==> config.mk <==
export PLATFORM = sky130hd
export DESIGN_NAME = counter_job_arbiter_flat
export DESIGN_NICKNAME = d
export VERILOG_FILES = /design/src/rtl/counter_job_arbiter_pkg.sv /design/src/rtl/counter_job_arbiter_if.sv /design/src/rtl/counter_job_arbiter_ctr_load.sv /design/src/rtl/counter_job_arbiter.sv /design/src/flat_wrapper.sv
export SDC_FILE = /design/constraint.sdc
export NUM_CORES = 1
export LEC_CHECK = 0
export CAP_MARGIN = 15
export CORE_ASPECT_RATIO = 1.5
export CORE_MARGIN = 1
export CORE_UTILIZATION = 48
export CTS_CLUSTER_DIAMETER = 30
export DETAILED_ROUTE_END_ITERATION = 7
export PLACE_DENSITY = 0.8
export SLEW_MARGIN = 20
export SYNTH_ARGS = -nofsm -noshare
export SYNTH_HDL_FRONTEND = slang
export SYNTH_HIERARCHICAL = 1
export SYNTH_SLANG_ARGS = --single-unit
==> constraint.sdc <==
create_clock -name clk -period 2.7 [get_ports clk]
set_clock_uncertainty 0.1 [all_clocks]
set_input_delay 0.54 -clock clk [delete_from_list [all_inputs] [get_ports clk]]
set_output_delay 0.54 -clock clk [all_outputs]
set_load 0.1 [all_outputs]
==> src/rtl/counter_job_arbiter_pkg.sv <==
// -----------------------------------------------------------------------------
// counter_job_arbiter_pkg
// Shared definitions for the counter job arbiter slice:
//   - state_e          : controller FSM encoding (IDLE/LOAD/RUN/DONE, 2 bits)
//   - NUM_REQ          : number of requesters (2)
//   - CJA_DEFAULT_WIDTH: default counter / start / length width
//   - pick_winner      : two-requester arbitration helper
//   - req_onehot       : requester index to one-hot vector
// Policy macro used by the slice: CNT_ARB_ROUND_ROBIN_EN (see top module).
// -----------------------------------------------------------------------------
package counter_job_arbiter_pkg;

    localparam int unsigned NUM_REQ           = 2;
    localparam int unsigned CJA_DEFAULT_WIDTH = 8;

    typedef enum logic [1:0] {
        ST_IDLE = 2'b00,
        ST_LOAD = 2'b01,
        ST_RUN  = 2'b10,
        ST_DONE = 2'b11
    } state_e;

    // A lone requester always wins; on contention prefer1 decides.
    function automatic logic pick_winner(input logic [NUM_REQ-1:0] valid,
                                         input logic               prefer1);
        logic win;
        case (valid)
            2'b01:   win = 1'b0;
            2'b10:   win = 1'b1;
            2'b11:   win = prefer1;
            default: win = 1'b0;
        endcase
        return win;
    endfunction

    function automatic logic [NUM_REQ-1:0] req_onehot(input logic idx);
        logic [NUM_REQ-1:0] vec;
        if (idx) begin
            vec = 2'b10;
        end else begin
            vec = 2'b01;
        end
        return vec;
    endfunction

endpackage

==> src/rtl/counter_job_arbiter_if.sv <==
// -----------------------------------------------------------------------------
// counter_job_arbiter_if
// Bundles the job handshake and status signals of counter_job_arbiter.
//   req_valid  [2]     job request per requester        (master -> slave)
//   req_ready  [2]     job accept per requester         (slave  -> master)
//   req_start0/1 [W]   counter start value per requester (master -> slave)
//   req_len0/1   [W]   increment count per requester     (master -> slave)
//   pause              freezes counting while running    (master -> slave)
//   count      [W]     shared counter value              (slave  -> master)
//   busy               controller not idle               (slave  -> master)
//   owner              requester owning the current job  (slave  -> master)
//   done       [2]     one-cycle completion pulse        (slave  -> master)
// -----------------------------------------------------------------------------
interface counter_job_arbiter_if #(
    parameter int unsigned WIDTH = counter_job_arbiter_pkg::CJA_DEFAULT_WIDTH
);
    import counter_job_arbiter_pkg::*;

    logic [NUM_REQ-1:0] req_valid;
    logic [NUM_REQ-1:0] req_ready;
    logic [WIDTH-1:0]   req_start0;
    logic [WIDTH-1:0]   req_start1;
    logic [WIDTH-1:0]   req_len0;
    logic [WIDTH-1:0]   req_len1;
    logic               pause;
    logic [WIDTH-1:0]   count;
    logic               busy;
    logic               owner;
    logic [NUM_REQ-1:0] done;

    modport master (
        output req_valid, req_start0, req_start1, req_len0, req_len1, pause,
        input  req_ready, count, busy, owner, done
    );

    modport slave (
        input  req_valid, req_start0, req_start1, req_len0, req_len1, pause,
        output req_ready, count, busy, owner, done
    );

endinterface

==> src/rtl/counter_job_arbiter_ctr_load.sv <==
// -----------------------------------------------------------------------------
// ctr_load
// Loadable up-counter shared by all jobs. Wraps modulo 2^WIDTH.
//   clk      in   clock, rising edge
//   rst      in   synchronous active-high reset (value -> 0)
//   load     in   load load_val (has priority over inc)
//   load_val in   value to load
//   inc      in   increment by one
//   value    out  registered counter value
// -----------------------------------------------------------------------------
module ctr_load #(
    parameter int unsigned WIDTH = 8
) (
    input  logic             clk,
    input  logic             rst,
    input  logic             load,
    input  logic [WIDTH-1:0] load_val,
    input  logic             inc,
    output logic [WIDTH-1:0] value
);

    logic [WIDTH-1:0] value_r;

    // Counter register: reset, load, increment, else hold.
    always_ff @(posedge clk) begin
        if (rst) begin
            value_r <= {WIDTH{1'b0}};
        end else if (load) begin
            value_r <= load_val;
        end else if (inc) begin
            value_r <= value_r + {{(WIDTH-1){1'b0}}, 1'b1};
        end else begin
            value_r <= value_r;
        end
    end

    assign value = value_r;

endmodule

==> src/rtl/counter_job_arbiter.sv <==
// -----------------------------------------------------------------------------
// counter_job_arbiter
// Accepts counting jobs from two requesters. A job (start, len) loads the
// shared counter with start and then increments it len times (pause stalls
// the increments), after which done[owner] pulses for one cycle.
// Ports:
//   clk   in   sole clock, rising edge
//   rst   in   synchronous active-high reset; aborts any job silently
//   bus   slave modport of counter_job_arbiter_if (handshake + status)
// Configuration:
//   CNT_ARB_ROUND_ROBIN_EN defined   -> round-robin on contention (rr_last)
//   CNT_ARB_ROUND_ROBIN_EN undefined -> fixed priority, requester 0 wins
// -----------------------------------------------------------------------------
module counter_job_arbiter
    import counter_job_arbiter_pkg::*;
#(
    parameter int unsigned WIDTH = CJA_DEFAULT_WIDTH
) (
    input  logic                 clk,
    input  logic                 rst,
    counter_job_arbiter_if.slave bus
);

    state_e             state_r;
    state_e             state_next_s;
    logic [WIDTH-1:0]   start_r;
    logic [WIDTH-1:0]   len_r;
    logic [WIDTH-1:0]   remaining_r;
    logic [WIDTH-1:0]   count_s;
    logic               owner_r;
    logic               busy_r;
    logic [NUM_REQ-1:0] done_r;
    logic [NUM_REQ-1:0] ready_s;
    logic               grant_s;
    logic               prefer1_s;
    logic               accept_s;
    logic               load_s;
    logic               inc_s;

`ifdef CNT_ARB_ROUND_ROBIN_EN
    logic               rr_last_r;

    // On contention the requester not granted last time wins.
    assign prefer1_s = ~rr_last_r;
`else
    assign prefer1_s = 1'b0;
`endif

    // Grant decode: ready only in IDLE, only to the winner, never during reset.
    always_comb begin
        grant_s = pick_winner(bus.req_valid, prefer1_s);
        if (!rst && (state_r == ST_IDLE) && (|bus.req_valid)) begin
            ready_s = req_onehot(grant_s);
        end else begin
            ready_s = {NUM_REQ{1'b0}};
        end
    end

    assign accept_s = |(bus.req_valid & ready_s);

    // Next-state logic for the job controller.
    always_comb begin
        state_next_s = state_r;
        case (state_r)
            ST_IDLE: begin
                if (accept_s) begin
                    state_next_s = ST_LOAD;
                end else begin
                    state_next_s = ST_IDLE;
                end
            end
            ST_LOAD: begin
                if (len_r != {WIDTH{1'b0}}) begin
                    state_next_s = ST_RUN;
                end else begin
                    state_next_s = ST_DONE;
                end
            end
            ST_RUN: begin
                // The increment that consumes the last step also finishes the job.
                if (!bus.pause && (remaining_r == {{(WIDTH-1){1'b0}}, 1'b1})) begin
                    state_next_s = ST_DONE;
                end else begin
                    state_next_s = ST_RUN;
                end
            end
            ST_DONE: begin
                state_next_s = ST_IDLE;
            end
            default: begin
                state_next_s = ST_IDLE;
            end
        endcase
    end

    // State register plus registered busy/done decoded from the next state.
    always_ff @(posedge clk) begin
        if (rst) begin
            state_r <= ST_IDLE;
            busy_r  <= 1'b0;
            done_r  <= {NUM_REQ{1'b0}};
        end else begin
            state_r <= state_next_s;
            busy_r  <= (state_next_s != ST_IDLE);
            done_r  <= (state_next_s == ST_DONE) ? req_onehot(owner_r)
                                                 : {NUM_REQ{1'b0}};
        end
    end

    // Job capture: start/len/owner are sampled only on the accepting edge.
    always_ff @(posedge clk) begin
        if (rst) begin
            start_r <= {WIDTH{1'b0}};
            len_r   <= {WIDTH{1'b0}};
            owner_r <= 1'b0;
        end else if (accept_s) begin
            start_r <= grant_s ? bus.req_start1 : bus.req_start0;
            len_r   <= grant_s ? bus.req_len1   : bus.req_len0;
            owner_r <= grant_s;
        end else begin
            start_r <= start_r;
            len_r   <= len_r;
            owner_r <= owner_r;
        end
    end

    // Remaining-increment counter, tracks the shared counter step for step.
    always_ff @(posedge clk) begin
        if (rst) begin
            remaining_r <= {WIDTH{1'b0}};
        end else if (load_s) begin
            remaining_r <= len_r;
        end else if (inc_s) begin
            remaining_r <= remaining_r - {{(WIDTH-1){1'b0}}, 1'b1};
        end else begin
            remaining_r <= remaining_r;
        end
    end

`ifdef CNT_ARB_ROUND_ROBIN_EN
    // Remember who was granted last; reset value lets requester 0 win first.
    always_ff @(posedge clk) begin
        if (rst) begin
            rr_last_r <= 1'b1;
        end else if (accept_s) begin
            rr_last_r <= grant_s;
        end else begin
            rr_last_r <= rr_last_r;
        end
    end
`endif

    assign load_s = (state_r == ST_LOAD);
    assign inc_s  = (state_r == ST_RUN) && !bus.pause;

    ctr_load #(
        .WIDTH (WIDTH)
    ) u_ctr (
        .clk      (clk),
        .rst      (rst),
        .load     (load_s),
        .load_val (start_r),
        .inc      (inc_s),
        .value    (count_s)
    );

    assign bus.req_ready = ready_s;
    assign bus.count     = count_s;
    assign bus.busy      = busy_r;
    assign bus.owner     = owner_r;
    assign bus.done      = done_r;

endmodule

==> src/flat_wrapper.sv <==
// flat-port wrapper written by rule: the top's interface ports become plain ports
module counter_job_arbiter_flat import counter_job_arbiter_pkg::*;
#(
    parameter int unsigned WIDTH = CJA_DEFAULT_WIDTH
)
  (clk, rst, bus_req_valid, bus_req_start0, bus_req_start1, bus_req_len0, bus_req_len1, bus_pause, bus_req_ready, bus_count, bus_busy, bus_owner, bus_done);
  counter_job_arbiter_if #(.WIDTH(WIDTH)) bus_i ();
  input  logic clk;
  input  logic rst;
  input wire logic [$bits(bus_i.req_valid)-1:0] bus_req_valid;
  input wire logic [$bits(bus_i.req_start0)-1:0] bus_req_start0;
  input wire logic [$bits(bus_i.req_start1)-1:0] bus_req_start1;
  input wire logic [$bits(bus_i.req_len0)-1:0] bus_req_len0;
  input wire logic [$bits(bus_i.req_len1)-1:0] bus_req_len1;
  input wire logic [$bits(bus_i.pause)-1:0] bus_pause;
  output wire logic [$bits(bus_i.req_ready)-1:0] bus_req_ready;
  output wire logic [$bits(bus_i.count)-1:0] bus_count;
  output wire logic [$bits(bus_i.busy)-1:0] bus_busy;
  output wire logic [$bits(bus_i.owner)-1:0] bus_owner;
  output wire logic [$bits(bus_i.done)-1:0] bus_done;
  assign bus_i.req_valid = bus_req_valid;
  assign bus_i.req_start0 = bus_req_start0;
  assign bus_i.req_start1 = bus_req_start1;
  assign bus_i.req_len0 = bus_req_len0;
  assign bus_i.req_len1 = bus_req_len1;
  assign bus_i.pause = bus_pause;
  assign bus_req_ready = bus_i.req_ready;
  assign bus_count = bus_i.count;
  assign bus_busy = bus_i.busy;
  assign bus_owner = bus_i.owner;
  assign bus_done = bus_i.done;
  counter_job_arbiter #(.WIDTH(WIDTH)) u_core (.clk(clk), .rst(rst), .bus(bus_i));
endmodule
Word-level counts from Yosys, hierarchy flattened
Index checks and enable logic that the tools add are counted.
- $add $sub $neg: 2
- multiply operators: 0
- muxes and demuxes: 14
- shift-type cells: 0
- div/mod/pow operators: 0
- reduce and logical (&&, ||, !) cells: 13
- eq/ne operators: 6
- magnitude comparators: 0
- bitwise logic cells: 2
- operators with widths (kind ; number):
    $mux 8 ; 6
    $add 8x1->8 const B ; 1
    $eq 2x2->1 const B ; 4
    $eq 8x1->1 const B ; 1
    $pmux 2 s4 ; 1
    $reduce_bool 8->1 ; 1
    $sub 8x1->8 const B ; 1
    $mux 2 ; 3
    $reduce_or 2->1 ; 3
    $logic_and 1x1->1 ; 4
    $mux 1 ; 4
    $reduce_bool 2->1 ; 2
    $and 2x2->2 ; 1
    $eq 2x1->1 const B ; 1
    $logic_not 1->1 ; 2
    $logic_not 2->1 ; 1
    $not 1->1 ; 1
- memories: 0
- bits in registers: 38
- bits in writable memories: 0
- ROM bits: 0
- bits in latches: 0

Depth between registers and ports, before layout
Gate-level depths: netlist of run 1.
- depth in word-level cells: 11
- mapped depth: 8
- mapped depth without buffers: 7

By module
Netlist of run 1, hierarchy kept.
- modules (own cells, without submodules) (module ; cells an instance ; seq. area each (µm²) ; area each (µm²) ; instances):
    counter_job_arbiter ; 164 ; 600.6 ; 1503.9 ; 1
    ctr_load ; 53 ; 160.2 ; 464.2 ; 1

Worst setup path before layout of run 1
OpenSTA, ideal clock, no wires.
- kind: input port to output port
- start: in bus_req_valid[1]
- end: out bus_req_ready[1]
- data arrival time: 1.847 ns
- stages: 4
- data required time: 2.060 ns
- path buffers: 2
- slack: 0.213 ns
- cell sequence: nor2b_1 -> buf_4 -> buf_2 -> and2_1
- word-level cells in the longest chain between the ends: 4
- ends and longest elaborated chain (item ; line ; RTL):
    start: declaration ; flat_wrapper.sv:10 ; input wire logic [$bits(bus_i.req_valid)-1:0] bus_req_valid;
    $eq 2x2->1 ; counter_job_arbiter_pkg.sv:27 ; case (valid)
    $mux 1 ; counter_job_arbiter_pkg.sv:27 ;
    $mux 2 ; counter_job_arbiter_pkg.sv:38 ; if (idx) begin
    $mux 2 (*) ; counter_job_arbiter.sv:52 ; if (!rst && (state_r == ST_IDLE) && (|bus.req_valid)) begin
    end: declaration ; flat_wrapper.sv:16 ; output wire logic [$bits(bus_i.req_ready)-1:0] bus_req_ready;
Every way passes the cells marked *; elsewhere a longest branch is shown, timed or not.

Final worst setup path of run 1
- start: in rst
- end: out bus_req_ready[1]
- word-level cells in the longest chain between the ends: 4
- ends and longest elaborated chain (item ; line ; RTL):
    start: declaration ; flat_wrapper.sv:9 ; input logic rst;
    $logic_not 1->1 ; counter_job_arbiter.sv:52 ;
    $logic_and 1x1->1 (2 in a row) ; counter_job_arbiter.sv:52 ;
    $mux 2 ; counter_job_arbiter.sv:52 ;
Every way passes these cells.

==> reports/results.txt, run 1 <==
The proportion of synthesized flip-flops having asynchronous set or reset was 0; the vertical extent of the die was 80.4 um. The insertion delay of the later-clocked pin in the worst-skew pair is 0.30 ns. The number of buffers and inverters on the critical path was 2; the placed wire-length estimate was 3.50 mm. STA classifies the critical path startpoint as an input port. For the worst setup path, the data arrival time is 1.72 ns.

Total negative slack: 0 ns. On the worst path, the slowest cell contributes a delay of 0.45 ns. The power density of the placed cells is 1060 nW/um2. The cell accounting for the most synthesized area is sky130_fd_sc_hd__dfxtp_1. The run gives 6 as the count of yosys warnings during synthesis. The first global-routing pass estimated 7.94 mm of wire. After synthesis, the cell types taking the most area are sky130_fd_sc_hd__dfxtp_1, sky130_fd_sc_hd__mux2i_1, sky130_fd_sc_hd__a211oi_1, sky130_fd_sc_hd__a21oi_1, sky130_fd_sc_hd__ha_1. Derived from the worst setup path, the maximum achievable clock frequency is 423 MHz. For the worst voltage drop across the vdd grid, the log shows 0.000883 V. The number of antenna cells inserted is 0, and the final-report max-slew violation count is 0.

In this run the worst path has a maximum fanout of 6. TritonCTS built the clock tree. The run gives 0.339 ns as the least setup slack across all paths after layout. Clock tree root buffer cell: sky130_fd_sc_hd__clkbuf_8. Across the run, the number of max-cap violations was 0. Count of pins on the block boundary: 51. The total vias in the final route was 1862; the fraction of synthesized cell area taken by the top area cell type was 0.387. Via count of the first global-routing pass: 1752.

The static leakage was 0.983 nW; the number of synthesized flops with an enable pin was 0. Post-synth net total: 261. The share of the cycle needed by the critical path after routing works out to 0.875. For the post-synthesis sequential area ratio, the log shows 0.387. Once detail routing completed, the nets flagged for antenna violations numbered 0. Setup repair after global routing left no endpoint under its margin. For this run, the detailed router's first-pass iteration total came to 4. The main flop type after synthesis was sky130_fd_sc_hd__dfxtp_1. The area of the die is 4370 um2. Timing analysis after detailed placement gives a worst setup slack of 0.248 ns. The setup path with the least slack is of type input port to output pin. The kind of cell with the highest combined delay along the critical path is buffers and inverters.

The critical path goes through clkdlybuf4s50_1, nor2b_1, and2_1, buf_12. In the final design database the tool counted 312 nets. The final-report hold violation count is 0. The cell with the biggest individual delay on the critical path is sky130_fd_sc_hd__clkdlybuf4s50_1. The run gives 0 as the initial antenna violation count. The fraction of layout instances using a drive strength above 1 works out to 0.130.

In this run, synthesis produced a sequential element count of 38. The worst hold path class is register to register. After synthesis, the netlist uses 44 different library cells. After clock tree synthesis, the setup repair step added 0 buffers.

The cell count after synthesis came out at 217. Compared with the post-synthesis result, the final layout area differs by 34.7%. Final period demand of the worst path: 2.36 ns. The final wirelength is 4.80 mm, and the count of clock tree sinks is 38. The run finished with clean final reports. Port buffering added 50 buffers. Kind of end point of the critical path: an output pin. The count of cells along the worst hold path is 2. In this run the standard cell core region covers 3920 um2. The number of hold buffers added after CTS was 0; the number of gates given a new drive strength after cts was 0. STA puts the critical path data required time at 2.06 ns.

For this block, the initial DRC count from the detailed router was 69. Counting buffers and inverters, the worst setup path is 4 cells deep. In this run the deepest clock path goes through 2 buffers. The worst-case reg-to-reg path depth works out to 6. Entering global routing, the biggest net connects 26 pins. The starting density of the core was 0.502. TritonCTS created 5 clock buffers.

For the remaining design rule violation count, the log shows 0. Global routing finished with a remaining overflow of 0. Number of rows in the core area: 28. The die is 54.3 um wide. The cell area that synthesis handed to floorplanning was 1970 um2. In this run the number of H-tree levels came out at 2.

The tools report the all-layer global routing usage as 0.250. Routability-driven placement finished with a final weighted congestion of 0.850. The transition time of the tightest slew-check pin came out at 0.600 ns. Setup violations remaining at the end of the flow were counted as 0. After clock tree synthesis, the clock-pin slew on the worst setup and hold paths is 0.08 ns. After detailed routing, the average wire length per cell comes to 15.3 um. Dividing the synthesized area by the synthesized cell count gives 9.07 um2. The via density per instance was 5.93.

Worst relative slew slack: 0.600.
-- flip-flops by register name, indices dropped and copies added (netlist names) --
name and cells:
u_core/bus.busy 1, u_core/bus.done 2, u_core/bus.owner 1, u_core/len_r 8, u_core/remaining_r 8, u_core/start_r 8
u_core/state_r 2, u_core/u_ctr/value 8
-- metrics by stage --
stage	cells	utilization	hold WS, ns	cell area [um2]	total power [W]
2_1_floorplan	217	-	0.345	1970	0.00187
3_3_place_gp	306	0.639	0.366	2510	0.00219
6_report	314	0.676	0.381	2650	0.00282
5_1_grt	314	0.676	0.392	2650	0.00300
4_1_cts	314	0.676	0.380	2650	0.00283
3_5_place_dp	306	0.639	0.363	2510	0.00222
-- worst register-to-register path, stage by stage (launching register included) --
cell,delay (ns)
sky130_fd_sc_hd__dfxtp_1,0.32
sky130_fd_sc_hd__inv_1,0.10
sky130_fd_sc_hd__ha_1,0.23
sky130_fd_sc_hd__nor2b_1,0.34
sky130_fd_sc_hd__buf_4,0.20
sky130_fd_sc_hd__and2_1,0.46
sky130_fd_sc_hd__a211oi_1,0.17
-- placed cells by master (no fill, tap or decap), types with 3 or more instances in the layout --
master | synthesis | layout
sky130_fd_sc_hd__dfxtp_1 | 38 | 38
sky130_fd_sc_hd__clkdlybuf4s50_1 | 0 | 36
sky130_fd_sc_hd__buf_4 | 2 | 21
sky130_fd_sc_hd__a21oi_1 | 21 | 21
sky130_fd_sc_hd__a211oi_1 | 20 | 20
sky130_fd_sc_hd__mux2i_1 | 16 | 16
sky130_fd_sc_hd__nor2_1 | 12 | 12
sky130_fd_sc_hd__inv_1 | 10 | 10
sky130_fd_sc_hd__nand3_1 | 8 | 8
sky130_fd_sc_hd__ha_1 | 7 | 7
sky130_fd_sc_hd__clkbuf_8 | 0 | 6
sky130_fd_sc_hd__nand2_1 | 6 | 6
sky130_fd_sc_hd__a311oi_1 | 5 | 5
sky130_fd_sc_hd__xor2_1 | 5 | 5
sky130_fd_sc_hd__o211ai_1 | 5 | 5
sky130_fd_sc_hd__or3_1 | 4 | 4
sky130_fd_sc_hd__o21ai_0 | 4 | 4
sky130_fd_sc_hd__nand4_1 | 4 | 4
sky130_fd_sc_hd__and2_1 | 3 | 3
sky130_fd_sc_hd__nor3_1 | 3 | 3
sky130_fd_sc_hd__nor3b_1 | 3 | 3
-- area by class of cell --
class,instances,area (um2)
fill,321,1270
multi-input combinational,154,1100
sequential,38,761
timing repair buffer,59,558
clock buffer,6,82.6
clock inverter,2,60.1
tap,45,56.3
inverter,10,37.5
-- Yosys cell counts, types with 3 or more instances --
| cell type | instances |
|---|---|
| sky130_fd_sc_hd__inv_1 | 10 |
| sky130_fd_sc_hd__buf_2 | 4 |
| sky130_fd_sc_hd__nor2_1 | 12 |
| sky130_fd_sc_hd__a21oi_1 | 21 |
| sky130_fd_sc_hd__nor3b_1 | 3 |
| sky130_fd_sc_hd__nand3_1 | 8 |
| sky130_fd_sc_hd__clkbuf_1 | 7 |
| sky130_fd_sc_hd__nand4_1 | 4 |
| sky130_fd_sc_hd__o211ai_1 | 5 |
| sky130_fd_sc_hd__o21ai_0 | 4 |
| sky130_fd_sc_hd__or3_1 | 4 |
| sky130_fd_sc_hd__xor2_1 | 5 |
| sky130_fd_sc_hd__ha_1 | 7 |
| sky130_fd_sc_hd__a211oi_1 | 20 |
| sky130_fd_sc_hd__a311oi_1 | 5 |
| sky130_fd_sc_hd__nand2_1 | 6 |
| sky130_fd_sc_hd__nor3_1 | 3 |
| sky130_fd_sc_hd__mux2i_1 | 16 |
| sky130_fd_sc_hd__and2_1 | 3 |
| sky130_fd_sc_hd__dfxtp_1 | 38 |
-- per-layer routing --
layer / wire, um / track usage / up-vias
met1: 1990 / 0.299 / 874
met3: 290 / 0.0587 / 12
li1: - / - / 921
met5: 0 / 0 / -
met2: 2420 / 0.409 / 55
met4: 101 / 0.113 / 0
-- cells by family (layout without fill, tap and decap cells) --
kind of cell / after synthesis / in the layout / share of synthesized area
muxes: 17 / 17 / 0.0871
AOI/OAI and AO/OA: 65 / 65 / 0.222
xor gates and xnor gates: 5 / 5 / 0.0222
buffers and inverters: 25 / 77 / 0.0579
adders and majority gates: 7 / 7 / 0.0445
DFF: 38 / 38 / 0.387
and+or+nand+nor: 60 / 60 / 0.180
-- path summary, 6_finish.rpt --
check                                     start                             to  slack (ns)
setup / recovery                            rst               bus_req_ready[1]        0.34
hold reg to reg   u_core/bus.owner$_SDFFE_PP0P_  u_core/bus.done[1]$_SDFF_PP0_        0.38
setup reg to reg   u_core/state_r[1]$_SDFF_PP0_   u_core/len_r[4]$_SDFFE_PP0P_        0.62
hold / removal    u_core/bus.owner$_SDFFE_PP0P_  u_core/bus.done[1]$_SDFF_PP0_        0.38
-- power breakdown --
part	switching, W	total (W)	internal, W
Clock	0.000211	0.000605	0.000394
Combinational	0.000858	0.00131	0.000455
Sequential	0.000164	0.000900	0.000736
Total	0.00123	0.00282	0.00159
No activity file was read; power rests on OpenSTA's default activity.
==> inputs of run 2 (changes only) <==
--- a/config.mk
+++ b/config.mk
@@ -5,7 +5,7 @@
 export SDC_FILE = /design/constraint.sdc
 export NUM_CORES = 1
 export LEC_CHECK = 0
-export CAP_MARGIN = 15
+export CAP_MARGIN = 5
 export CORE_ASPECT_RATIO = 1.5
 export CORE_MARGIN = 1
 export CORE_UTILIZATION = 48
==> results of run 2 <==
Final layout, timing and power as in run 1 (identical DEF).
